## src/rtl/fir_pkg.sv

```systemverilog
// Shared constants, coefficients and fill-state encoding for the 10-tap FIR feeder.
package fir_pkg;

   localparam int unsigned NUM_TAPS = 10;
   localparam int unsigned SAMPLE_W = 4;
   localparam int unsigned Y_W      = 16;

   // Shift-add FIR coefficients, H[k] weights tap Xk
   localparam int unsigned H0 = 0;
   localparam int unsigned H1 = 1;
   localparam int unsigned H2 = 2;
   localparam int unsigned H3 = 3;
   localparam int unsigned H4 = 4;
   localparam int unsigned H5 = 5;
   localparam int unsigned H6 = 6;
   localparam int unsigned H7 = 7;
   localparam int unsigned H8 = 8;
   localparam int unsigned H9 = 9;

   typedef enum logic [1:0] {
      StEmpty   = 2'd0,
      StFilling = 2'd1,
      StPrimed  = 2'd2
   } fill_state_e;

   // Coefficient lookup by tap index
   function automatic int unsigned fir_coef(input int unsigned idx);
      case (idx)
         0:       return H0;
         1:       return H1;
         2:       return H2;
         3:       return H3;
         4:       return H4;
         5:       return H5;
         6:       return H6;
         7:       return H7;
         8:       return H8;
         9:       return H9;
         default: return 0;
      endcase
   endfunction

endpackage

```

## src/rtl/fir_fill_ctrl.sv

```systemverilog
// Fill-state FSM and saturating fill counter for the FIR tap line.
// Generates the accept strobe, in_ready and taps_valid.
// FIR_TAP_ZERO_PAD_EN: when defined, taps_valid rises after the first accept
// (unfilled taps act as zero history) instead of waiting for a full window.
module fir_fill_ctrl
   import fir_pkg::*;
#(
   parameter int unsigned NUM_TAPS = 10,
   parameter int unsigned CNT_W    = 4
) (
   input  logic             clk,
   input  logic             rst_n,
   input  logic             clr,
   input  logic             hold,
   input  logic             in_valid,
   output logic             in_ready,
   output logic             accept,
   output logic             taps_valid,
   output logic [CNT_W-1:0] fill_count
);

   localparam logic [CNT_W-1:0] CntFull = CNT_W'(NUM_TAPS);
   localparam logic [CNT_W-1:0] CntLast = CNT_W'(NUM_TAPS - 1);

   fill_state_e state_q;

   // Ready is low during reset, stall or flush; independent of in_valid
   assign in_ready = rst_n & ~hold & ~clr;
   assign accept   = in_valid & in_ready;

   // Fill FSM, saturating counter and registered taps_valid
   always_ff @(posedge clk or negedge rst_n) begin
      if (!rst_n) begin
         state_q    <= StEmpty;
         fill_count <= '0;
         taps_valid <= 1'b0;
      end else if (clr) begin
         state_q    <= StEmpty;
         fill_count <= '0;
         taps_valid <= 1'b0;
      end else if (accept) begin
         if (fill_count != CntFull) begin
            fill_count <= fill_count + 1'b1;
         end
         case (state_q)
            StEmpty: begin
               state_q <= StFilling;
`ifdef FIR_TAP_ZERO_PAD_EN
               taps_valid <= 1'b1;
`endif
            end
            StFilling: begin
               if (fill_count == CntLast) begin
                  state_q    <= StPrimed;
                  taps_valid <= 1'b1;
               end
            end
            StPrimed: begin
               state_q <= StPrimed;
            end
            default: begin
               state_q    <= StEmpty;
               fill_count <= '0;
               taps_valid <= 1'b0;
            end
         endcase
      end
   end

endmodule

```

## src/rtl/fir_tap_line.sv

```systemverilog
// 10-deep sample delay line feeding the shift-add FIR stage as parallel taps.
// X0 is the newest sample x[n], X9 the oldest x[n-9].
// FIR_TAP_ZERO_PAD_EN: when defined, taps_valid asserts once any sample is held.
module fir_tap_line
   import fir_pkg::*;
#(
   parameter int unsigned NUM_TAPS = 10,
   parameter int unsigned SAMPLE_W = 4,
   parameter int unsigned CNT_W    = 4
) (
   input  logic                clk,
   input  logic                rst_n,
   input  logic                clr,
   input  logic                hold,
   input  logic [SAMPLE_W-1:0] in_data,
   input  logic                in_valid,
   output logic                in_ready,
   output logic [SAMPLE_W-1:0] X0,
   output logic [SAMPLE_W-1:0] X1,
   output logic [SAMPLE_W-1:0] X2,
   output logic [SAMPLE_W-1:0] X3,
   output logic [SAMPLE_W-1:0] X4,
   output logic [SAMPLE_W-1:0] X5,
   output logic [SAMPLE_W-1:0] X6,
   output logic [SAMPLE_W-1:0] X7,
   output logic [SAMPLE_W-1:0] X8,
   output logic [SAMPLE_W-1:0] X9,
   output logic                taps_valid,
   output logic [CNT_W-1:0]    fill_count
);

   logic                accept;
   logic [SAMPLE_W-1:0] taps_q [NUM_TAPS];

   fir_fill_ctrl #(
      .NUM_TAPS (NUM_TAPS),
      .CNT_W    (CNT_W)
   ) u_fill_ctrl (
      .clk        (clk),
      .rst_n      (rst_n),
      .clr        (clr),
      .hold       (hold),
      .in_valid   (in_valid),
      .in_ready   (in_ready),
      .accept     (accept),
      .taps_valid (taps_valid),
      .fill_count (fill_count)
   );

   // Delay line: flush on clr, shift one place per accepted sample
   always_ff @(posedge clk or negedge rst_n) begin
      if (!rst_n) begin
         for (int i = 0; i < NUM_TAPS; i++) taps_q[i] <= '0;
      end else if (clr) begin
         for (int i = 0; i < NUM_TAPS; i++) taps_q[i] <= '0;
      end else if (accept) begin
         for (int i = NUM_TAPS - 1; i > 0; i--) taps_q[i] <= taps_q[i-1];
         taps_q[0] <= in_data;
      end
   end

   assign X0 = taps_q[0];
   assign X1 = taps_q[1];
   assign X2 = taps_q[2];
   assign X3 = taps_q[3];
   assign X4 = taps_q[4];
   assign X5 = taps_q[5];
   assign X6 = taps_q[6];
   assign X7 = taps_q[7];
   assign X8 = taps_q[8];
   assign X9 = taps_q[9];

endmodule

```

## config.mk

```make
export PLATFORM = sky130hd
export DESIGN_NAME = fir_tap_line
export DESIGN_NICKNAME = d
export VERILOG_FILES = /design/src/rtl/fir_pkg.sv /design/src/rtl/fir_fill_ctrl.sv /design/src/rtl/fir_tap_line.sv
export SDC_FILE = /design/constraint.sdc
export NUM_CORES = 1
export LEC_CHECK = 0
export ABC_AREA = 1
export BUFFER_PORTS_ARGS = -buffer_cell sky130_fd_sc_hd__buf_4
export CORE_MARGIN = 2
export CORE_UTILIZATION = 45
export CTS_CLUSTER_DIAMETER = 60
export DETAILED_ROUTE_END_ITERATION = 12
export GPL_ROUTABILITY_DRIVEN = 1
export PLACE_DENSITY_LB_ADDON = 0.3
export SLEW_MARGIN = 20
export SYNTH_ARGS = -nofsm -noshare
export SYNTH_HDL_FRONTEND = slang
export SYNTH_SLANG_ARGS = --single-unit
```

## constraint.sdc

```tcl
create_clock -name clk -period 1.4 [get_ports clk]
set_input_delay 0.07 -clock clk [delete_from_list [all_inputs] [get_ports clk]]
set_output_delay 0.07 -clock clk [all_outputs]
set_load 0.005 [all_outputs]
```

==> key figures, run 1 <==
Logic synthesis
  – Syn Nets: 212
  – Synth Area in XOR/XNOR: 0.443%
  – Mapped Area: 1980 um^2
  – Adder-Cell Fraction of Synth Area: 4.43%
  – Post-synthesis compound-gate area fraction: 15.0%
  – Synth cell types: 17
  – Largest family of logic cells by synthesized area: compound AO/OA/AOI/OAI gates
  – Post-synthesis simple-gate area fraction: 9.37%
  – Ys Warns: 0
  – Post-synthesis sequential area ratio: 59.5%
  – Multiplexer share of the synthesized area: 0%
  – Post-Syn Instances: 196
  – Seq cells post-synth: 47
  – Synthesized area per cell: 10.1 um^2

Timing
  – RSZ-0062 raised after global routing: no
  – Final Max Slew Viols: 0
  – Setup TNS: 0 ns
  – Hold_ws: 0.00949 ns
  – Hold Vio Cnt, Final: 0
  – Worst Slack Setup Final: 0.139 ns
  – Fmax: 0.793 GHz
  – Endpoints failing setup: 0
  – Worst Skew: 0.00371 ns
  – Period utilization: 90.1%
  – Slew margin rel.: 61.0%
  – Worst-Margin Slew: 0.585 ns
  – Post-route minimum period: 1.26 ns

Critical path
  – RR Endpoint: u_fill_ctrl.state_q[0]
  – CP required: 1.62 ns
  – Critical path class: in2reg
  – R2R Setup Slk: 0.14 ns
  – CP Max Fanout: 40
  – Endpoint type of the worst setup path: flip-flop
  – Reg2reg path depth: 8
  – FF-to-FF Start: u_fill_ctrl.state_q[1]
  – Worst Path Arrival: 1.48 ns
  – Critical path startpoint category: primary input

Detailed routing
  – DRT iter0 DRCs: 168
  – Post-DRT Antenna Nets: 0
  – Routed vias/inst: 5.05
  – WL per Instance: 13.3 um
  – Via Count: 1549
  – DRC errors left: 0
  – Drt total wl: 4090 um
  – Pre-antenna DRT Iters: 4

Place
  – Hpwl dp: 2870 um
  – GPL Wtd Cong: 0.750
  – Port bufs: 54
  – Pre-CTS setup slack: 0.121 ns

Global route
  – Number of global-route vias before repair: 1468
  – Overall routing resource usage: 17.8%
  – Largest net degree at the start of global routing: 48
  – Gr ovfl total: 0
  – First-pass GRT wire length: 6820 um
  – Initial antenna violation count: 0

Layout
  – Multi-input logic area: 578 um^2
  – Inserted Diodes: 0
  – Register area: 1180 um^2
  – Fill cell count: 379
  – Layout Nets: 271
  – Fraction of layout cells with a size suffix above 1: 28.2%
  – Area Growth Syn to Fin: 29.9%

Power
  – PwrDens: 1110 nW/um^2
  – Static Leak: 1.26 nW
  – VDD IR max: 0.821 mV

Clock tree
  – CTS clk-pin slew, worst paths: 0.08 ns
  – CTS Sinks: 47
  – CTS Buf Count: 5
  – CTS tree: built
  – Clk Latency, worst-skew pair: 0.29 ns
  – H-tree level count: 2
  – Clk buf depth: 2
  – Root Buffer: clkbuf_8

Run status
  – Status: finished, final reports clean

Floorplanning
  – Site row count: 24
  – Starting Density: 46.0%
  – DIE HEIGHT: 70.3 um
  – DIE AREA: 4940 um^2
  – Die Wd: 70.3 um
  – Ports: 55
  – Core area: 4290 um^2

Hold path
  – Cells on Worst Hold Path: 3
  – Hold Path Sink: X0[0]
  – HP Class: in2reg
  – HP Start: in_data[0]

Job
  – Max Cap Viol: 0
synthesized netlist by cell type (all sizes together):
cell | count | share of area, %
buf | 8 | 2.3
dfrtp | 47 | 59
ha | 7 | 4.4
inv | 47 | 8.9
nand2 | 19 | 4.0
nand3 | 13 | 3.3
nand4 | 3 | 0.95
nor2 | 4 | 1.1
o21ai | 14 | 3.9
o21bai | 1 | 0.95
o22ai | 32 | 10
xor2 | 1 | 0.44
worst max-delay path: stages:
cell           delay, ns
dlygate4sd3_1       0.54
buf_4               0.14
nand2_2             0.11
nor2_4              0.06
nand2_1             0.07
buf_6               0.28
nand3_1             0.11
o21ai_1             0.10
layout make-up:
cell class | instances | area share, %
timing repair buffer | 60 | 18.3
inverter | 47 | 6.87
sequential | 47 | 45.8
tap | 52 | 2.53
clock inverter | 1 | 1.17
multi-input combinational | 94 | 22.5
clock buffer | 6 | 2.83
sequential cells by signal, summed over array words and instances, names as in the netlist:
name and count:
X0 4, X1 4, X2 4, X3 4
X4 4, X5 4, X6 4, X7 4
X8 4, X9 4, u_fill_ctrl.fill_count 4, u_fill_ctrl.state_q 2
u_fill_ctrl.taps_valid 1
metal layers:
metal	up-vias	global-route usage [%]	part of all wire (%)
met5	-	0	0
met4	0	6.20	1.2
met3	6	5.05	7.0
met2	60	29.4	48
met1	722	22.3	44
li1	761	-	-
through the flow:
step | utilization [%] | power, W | area [um^2] | std cells
5_1_grt | 59.8 | 0.00299 | 2570 | 307
2_1_floorplan | - | 0.00174 | 1980 | 196
6_report | 59.8 | 0.00284 | 2570 | 307
3_3_place_gp | 57.1 | 0.00190 | 2450 | 299
3_5_place_dp | 57.1 | 0.00191 | 2450 | 299
4_1_cts | 59.7 | 0.00286 | 2560 | 307
cells by family (layout without fill, tap and decap cells):
family	Yosys count	in the layout
XOR/XNOR	1	1
adder cells (fa/ha/maj)	7	7
buffers and inverters	55	114
AND/OR/NAND/NOR	39	39
flip-flops	47	47
AO/OA/AOI/OAI	47	47
worst max path at each step:
stage | from | end | slack, ns | cells after the start
6_report | rst_n | X9[3] | 0.14 | 8
5_1_grt | u_fill_ctrl.state_q[1] | u_fill_ctrl.state_q[0] | 0.0008 | 8
4_1_cts | rst_n | X9[1] | 0.07 | 8
3_5_place_dp | u_fill_ctrl.state_q[0] | u_fill_ctrl.taps_valid | 0.12 | 6
3_3_place_gp | u_fill_ctrl.state_q[0] | u_fill_ctrl.fill_count[1] | 0.17 | 5
2_1_floorplan | u_fill_ctrl.state_q[0] | u_fill_ctrl.fill_count[1] | 0.17 | 5
what timing repair did:
action | in CTS | in global routing
gates resized for setup | 0 | 2
hold buffers | 1 | 0
setup buffers | 0 | 0
setup endpoints to repair | 0 | 7
hold endpoints to repair | 47 | 0
cells in the final DEF (no fill, tap or decap):
cell type / count
buf_12: 1
dlygate4sd3_1: 1
buf_6: 1
bufinv_16: 1
nand2_1: 16
nand3_1: 13
dfrtp_1: 47
xor2_1: 1
ha_1: 7
clkbuf_1: 1
nand4_1: 3
o21ai_2: 2
nor2_4: 1
buf_4: 57
clkbuf_8: 5
nor2_1: 3
o22ai_1: 32
inv_1: 47
o21ai_1: 5
o21ai_0: 7
o21bai_4: 1
nand2_2: 3
power breakdown:
part           internal (W)  switching, W
sequential          0.00141     0.0000747
clock              0.000523      0.000421
combinational      0.000179      0.000229
(Power assumes the default switching activity.)
==> run 2: changes to the inputs <==
Settings changed: SYNTH_HIERARCHICAL set to 1.
==> run 2 against run 1 <==
- sequential power hardly changed
- combinational power hardly changed
- largest cell class unchanged
- power is 5.1% lower
==> key figures, run 2 <==
Critical path
  – Critical path startpoint category: flip-flop
  – CP required: 1.59 ns
  – Endpoint type of the worst setup path: flip-flop
  – Top delay family on crit path: simple AND/OR/NAND/NOR gates
  – Worst path max stage delay: 0.42 ns
  – Most used cell, CP: nand2_1
  – Buf+Inv Stages, Crit Path: 1
  – Reg2reg path depth: 7
  – RR Endpoint: u_fill_ctrl/fill_count[3]
  – Worst Path Arrival: 1.48 ns
  – Critical path class: reg2reg
  – FF-to-FF Start: u_fill_ctrl/state_q[0]
  – CP Max Fanout: 7
  – R2R Setup Slk: 0.12 ns
  – Max stage delay cell, worst path: dfrtp_1
  – Critical Path, Cell by Cell: ha_1 -> nor2_4 -> nand3_2 -> nand2_4 -> inv_2 -> nand2_1 -> nand2_1

Hold path
  – Cells on Worst Hold Path: 3
  – Hold Path Sink: X0[3]
  – HP Start: in_data[3]
  – HP Class: in2reg

Detailed routing
  – Via Count: 1725
  – Routed vias/inst: 4.87
  – WL per Instance: 12.0 um
  – DRT iter0 DRCs: 115
  – Post-DRT Antenna Nets: 0
  – DRC errors left: 0
  – Pre-antenna DRT Iters: 4
  – Drt total wl: 4260 um

Logic synthesis
  – Top cell type's share of synthesized area: 55.2%
  – Ys async rst share: 100%
  – Area leader, netlist: dfrtp_1
  – Count leader, synth: nand2_1
  – Post-synthesis sequential area ratio: 55.2%
  – Post-Syn Instances: 243
  – Ys Warns: 6
  – Seq cells post-synth: 47
  – Top cells by area, synth: dfrtp_1 (55%), nand2_1 (17%), nand3_1 (10%), ha_1 (4.7%), buf_2 (2.1%)
  – Commonest cells post-synth: nand2_1 (99), dfrtp_1 (47), nand3_1 (43)
  – Mapped Area: 2130 um^2
  – Syn Nets: 260
  – Prevailing post-synth register cell: dfrtp_1
  – Synthesized area per cell: 8.76 um^2
  – Synth cell types: 20
  – Number of flops mapped to enable cells by yosys: 0

Global route
  – Initial antenna violation count: 0
  – Gr ovfl total: 0
  – Largest net degree at the start of global routing: 48
  – Overall routing resource usage: 17.6%
  – First-pass GRT wire length: 7340 um
  – Number of global-route vias before repair: 1624

Floorplanning
  – DIE HEIGHT: 72.8 um
  – Ports: 55
  – Die Wd: 72.8 um
  – Site row count: 25
  – DIE AREA: 5300 um^2
  – Starting Density: 46.0%
  – Core area: 4630 um^2

Clock tree
  – Post-CTS sizing: 0
  – CTS clk-pin slew, worst paths: 0.08 ns
  – Clk Latency, worst-skew pair: 0.30 ns
  – H-tree level count: 2
  – CTS tree: built
  – CTS Buf Count: 5
  – CTS Sinks: 47
  – Root Buffer: clkbuf_8
  – Clk buf depth: 2

Layout
  – Area Growth Syn to Fin: 26.9%
  – Fin util: 58.4%
  – Inserted Diodes: 0
  – Fraction of layout cells with a size suffix above 1: 25.3%
  – Layout Nets: 316
  – Most frequent cells in the layout: nand2_1 (99), buf_4 (57), dfrtp_1 (47)
  – Most common cell after layout, fill and taps aside: nand2_1

Place
  – Hpwl dp: 2770 um
  – GPL Wtd Cong: 0.751
  – Port bufs: 54

Timing
  – Hold Vio Cnt, Final: 0
  – Post-route minimum period: 1.28 ns
  – Final Max Slew Viols: 0
  – Worst-Margin Slew: 0.834 ns
  – Slew margin rel.: 44.3%
  – Setup TNS: 0 ns
  – Worst Skew: 0.00491 ns
  – RSZ-0062 raised after global routing: no
  – Fmax: 0.779 GHz
  – Endpoints failing setup: 0
  – Period utilization: 91.7%

Job
  – Max Cap Viol: 0

Power
  – VDD IR max: 0.444 mV
  – PwrDens: 997 nW/um^2
  – Static Leak: 1.57 nW
  – Final Power: 0.00269 W

Run status
  – Status: finished, final reports clean
-- run 2: how the worst max path moves through the flow --
| stage | start | endpoint | slack (ns) | cells after the start |
|---|---|---|---|---|
| after global routing | u_fill_ctrl/state_q[1] | u_fill_ctrl/state_q[0] | 0.01 | 8 |
| after floorplan | u_fill_ctrl/state_q[0] | u_fill_ctrl/fill_count[3] | 0.22 | 7 |
| final | u_fill_ctrl/state_q[0] | u_fill_ctrl/fill_count[3] | 0.12 | 7 |
| after CTS | u_fill_ctrl/state_q[0] | u_fill_ctrl/fill_count[3] | 0.12 | 7 |
| after global placement | in_valid | X3[0] | 0.09 | 6 |
| after detailed placement | in_valid | X3[1] | 0.05 | 6 |
-- run 2: report_power, final --
part	total [W]	internal (W)	switching [W]
clock	0.000811	0.000352	0.000459
combinational	0.000411	0.000171	0.000240
sequential	0.00147	0.00141	0.0000615
total	0.00269	0.00193	0.000760
-- run 2: logic make-up after synthesis --
logic type / synth area share (%)
simple gates: 31.6
xor+xnor: 0.411
compound gates: 2.23
flops: 55.2
buf+inv: 5.82
fa+ha+maj: 4.70
-- run 2: layer usage --
metal,vias up,routed length [um],track usage [%]
met3,5,213,4.97
met2,37,1960,27.9
met1,807,2020,23.5
met5,-,0,0
li1,876,-,-
met4,0,60,5.56
-- run 2: cell type report --
class | instances | area [um^2]
inverter | 13 | 48.8
clock buffer | 5 | 68.8
fill | 430 | 1930
tap | 54 | 67.6
clock inverter | 3 | 18.8
multi-input combinational | 170 | 835
sequential | 47 | 1180
timing repair buffer | 62 | 488
-- run 2: through the flow --
step           std cells  hold slack (ns)  setup WS, ns  cell area, um^2
4_1_cts              354           0.0183         0.117             2700
3_5_place_dp         342            0.242        0.0524             2570
2_1_floorplan        243           -0.226         0.221             2130
5_1_grt              354           0.0489       0.00971             2700
3_3_place_gp         342            0.245        0.0911             2570
6_report             354           0.0157         0.117             2700
-- run 2: what timing repair did --
item / CTS / global route
hold endpoints to repair: 50 / 0
hold buffers: 4 / 0
setup buffers: 0 / 0
-- run 2: worst min-delay path: cells and delay by family --
kind          cells  cell delay [ns]
simple gates      2             0.13
buf+inv           1             0.08
==> run 3: changes to the inputs <==
Settings changed: ABC_AREA 1 to unset, CORE_ASPECT_RATIO set to 0.8, CORE_UTILIZATION 45 to 25.
==> run 3 against run 2 <==
- the run now ends with setup timing left
- wire length increased by 11%
- largest cell class unchanged
- clock power is 1% lower
- flip-flop and latch count stayed put
- combinational power shrank 57%
- clock skew up 0.00062 ns
- final cell count rose by 0.85%
==> key figures, run 3 <==
Run status
  – Status: finished, violations left
  – Violated checks: setup timing

Floorplanning
  – Site row count: 30
  – Die Wd: 109 um
  – DIE HEIGHT: 87.7 um
  – DIE AREA: 9530 um^2
  – Core area: 8480 um^2
  – Ports: 55
  – Starting Density: 25.8%

Critical path
  – CP required: 1.61 ns
  – Critical path class: reg2reg
  – R2R Setup Slk: -0.008 ns
  – RR Endpoint: u_fill_ctrl/taps_valid
  – FF-to-FF Start: u_fill_ctrl/state_q[1]
  – Worst Path Arrival: 1.62 ns
  – Endpoint type of the worst setup path: flip-flop
  – Reg2reg path depth: 4
  – Crit. Startpoint: u_fill_ctrl/state_q[1]
  – Critical path startpoint category: flip-flop
  – CP Max Fanout: 3

Logic synthesis
  – Seq cells post-synth: 47
  – Prevailing post-synth register cell: dfrtp_1
  – Top cells by area, synth: dfrtp_1 (54%), mux2i_1 (19%), nor2_1 (7.2%), ha_1 (4.6%), buf_12 (3.7%)
  – Mapped Area: 2190 um^2
  – Synthesized area per cell: 12.0 um^2
  – Syn Nets: 199
  – Number of flops mapped to enable cells by yosys: 0
  – Area leader, netlist: dfrtp_1
  – Post-Syn Instances: 182
  – Commonest cells post-synth: dfrtp_1 (47), mux2i_1 (42), nor2_1 (42)
  – Post-synthesis sequential area ratio: 53.7%
  – Synth cell types: 28
  – Ys async rst share: 100%
  – Count leader, synth: dfrtp_1
  – Ys Warns: 6
  – Top cell type's share of synthesized area: 53.7%

Timing
  – Hold Vio Cnt, Final: 0
  – Endpoints failing setup: 2
  – Final Max Slew Viols: 0
  – Worst-Margin Slew: 0.568 ns
  – Worst Skew: 0.00554 ns
  – Worst Slack Setup Final: -0.00829 ns
  – RSZ-0062 raised after global routing: yes
  – Period utilization: 101%
  – Post-route minimum period: 1.41 ns
  – Fmax: 0.710 GHz
  – Slew margin rel.: 62.1%

Global route
  – Initial antenna violation count: 0
  – First-pass GRT wire length: 7750 um
  – Largest net degree at the start of global routing: 45
  – Number of global-route vias before repair: 1489
  – Gr ovfl total: 0
  – Overall routing resource usage: 10.4%

Layout
  – Most frequent cells in the layout: buf_4 (64), dfrtp_1 (47), mux2i_1 (42)
  – Layout Nets: 262
  – Inserted Diodes: 0
  – Post-Layout Cell Count: 357
  – Fraction of layout cells with a size suffix above 1: 34.7%
  – Most common cell after layout, fill and taps aside: buf_4
  – Area Growth Syn to Fin: 31.1%

Clock tree
  – Root Buffer: clkbuf_8
  – CTS clk-pin slew, worst paths: 0.09 ns
  – Clk buf depth: 2
  – H-tree level count: 2
  – CTS Buf Count: 5
  – CTS tree: built
  – Clk Latency, worst-skew pair: 0.29 ns
  – CTS Sinks: 47

Detailed routing
  – Via Count: 1498
  – Post-DRT Antenna Nets: 0
  – DRC errors left: 0
  – WL per Instance: 13.3 um
  – Drt total wl: 4740 um
  – Pre-antenna DRT Iters: 4
  – Routed vias/inst: 4.20
  – DRT iter0 DRCs: 54

Power
  – VDD IR max: 0.429 mV
  – Static Leak: 1.35 nW
  – Final Power: 0.00235 W
  – PwrDens: 817 nW/um^2

Hold path
  – HP Start: in_data[2]
  – Hold Path Sink: X0[2]
  – Cells on Worst Hold Path: 3
  – HP Class: in2reg

Place
  – Pre-CTS setup slack: -0.0165 ns
  – Port bufs: 54
  – Hpwl dp: 3250 um
  – Placed insts: 349
  – GPL Wtd Cong: 0.697

Job
  – Max Cap Viol: 0
-- run 3: routing by layer --
| metal | up-vias | track usage, % | wire length (um) |
|---|---|---|---|
| met5 | - | 0 | 0 |
| met4 | 0 | 2.10 | 13 |
| met3 | 2 | 2.83 | 285 |
| met2 | 39 | 15.6 | 2140 |
| met1 | 719 | 14.9 | 2300 |
| li1 | 738 | - | - |
-- run 3: worst max path at each step --
| stage | end | slack, ns |
|---|---|---|
| floorplan | u_fill_ctrl/taps_valid | 0.006 |
| global placement | u_fill_ctrl/taps_valid | 0.03 |
| detailed placement | u_fill_ctrl/taps_valid | -0.02 |
| CTS | u_fill_ctrl/taps_valid | -0.02 |
| global route | u_fill_ctrl/fill_count[0] | -0.05 |
| finish | u_fill_ctrl/taps_valid | -0.008 |
-- run 3: kinds of logic (layout without fill, tap and decap cells) --
kind of cell,after synthesis,in the layout,synth area share [%]
adder cells (fa/ha/maj),8,8,4.57
AND/OR/NAND/NOR,60,60,13.3
flip-flops,47,47,53.7
buffers and inverters,16,79,6.05
multiplexers,43,43,19.7
AO/OA/AOI/OAI,8,8,2.68
-- run 3: what timing repair did --
| item | CTS | global route |
|---|---|---|
| hold buffers | 1 | 0 |
| resized for setup | 2 | 8 |
| endpoints found under the setup margin | 3 | 6 |
| hold endpoints to repair | 47 | 0 |
| buffers inserted | 0 | 1 |
| pin swaps | 0 | 1 |
-- run 3: layout make-up --
type / instances / area, um^2
multi-input cells: 119 / 941
clock inverters: 2 / 13.8
well taps: 112 / 140
flip-flops and latches: 47 / 1180
fillers: 878 / 5610
clock buffers: 5 / 68.8
inverters: 6 / 22.5
repair buffers: 66 / 510
-- run 3: critical path, cell delays in order (launching register included) --
cell and delay, ns:
dfrtp_1 0.39, inv_2 0.05, ha_1 0.18, or4_1 0.52, a211oi_2 0.18
-- run 3: power by group --
part           internal, W  switching [W]  leakage, nW  total, W
clock network     0.000343       0.000457       0.0440  0.000800
logic            0.0000731       0.000104        0.649  0.000177
registers          0.00136     0.00000608        0.656   0.00137
total              0.00178       0.000567         1.35   0.00235
-- run 3: metrics by stage --
stage	area (um^2)	setup TNS [ns]	hold WS (ns)	util (%)
after floorplan	2190	0	-0.226	-
final	2870	-0.0105	0.0196	33.9
after CTS	2830	-0.0429	0.0101	33.3
after global routing	2870	-0.177	0.00842	33.9
after detailed placement	2730	-0.0165	-0.110	32.2
after global placement	2730	0	-0.110	32.2
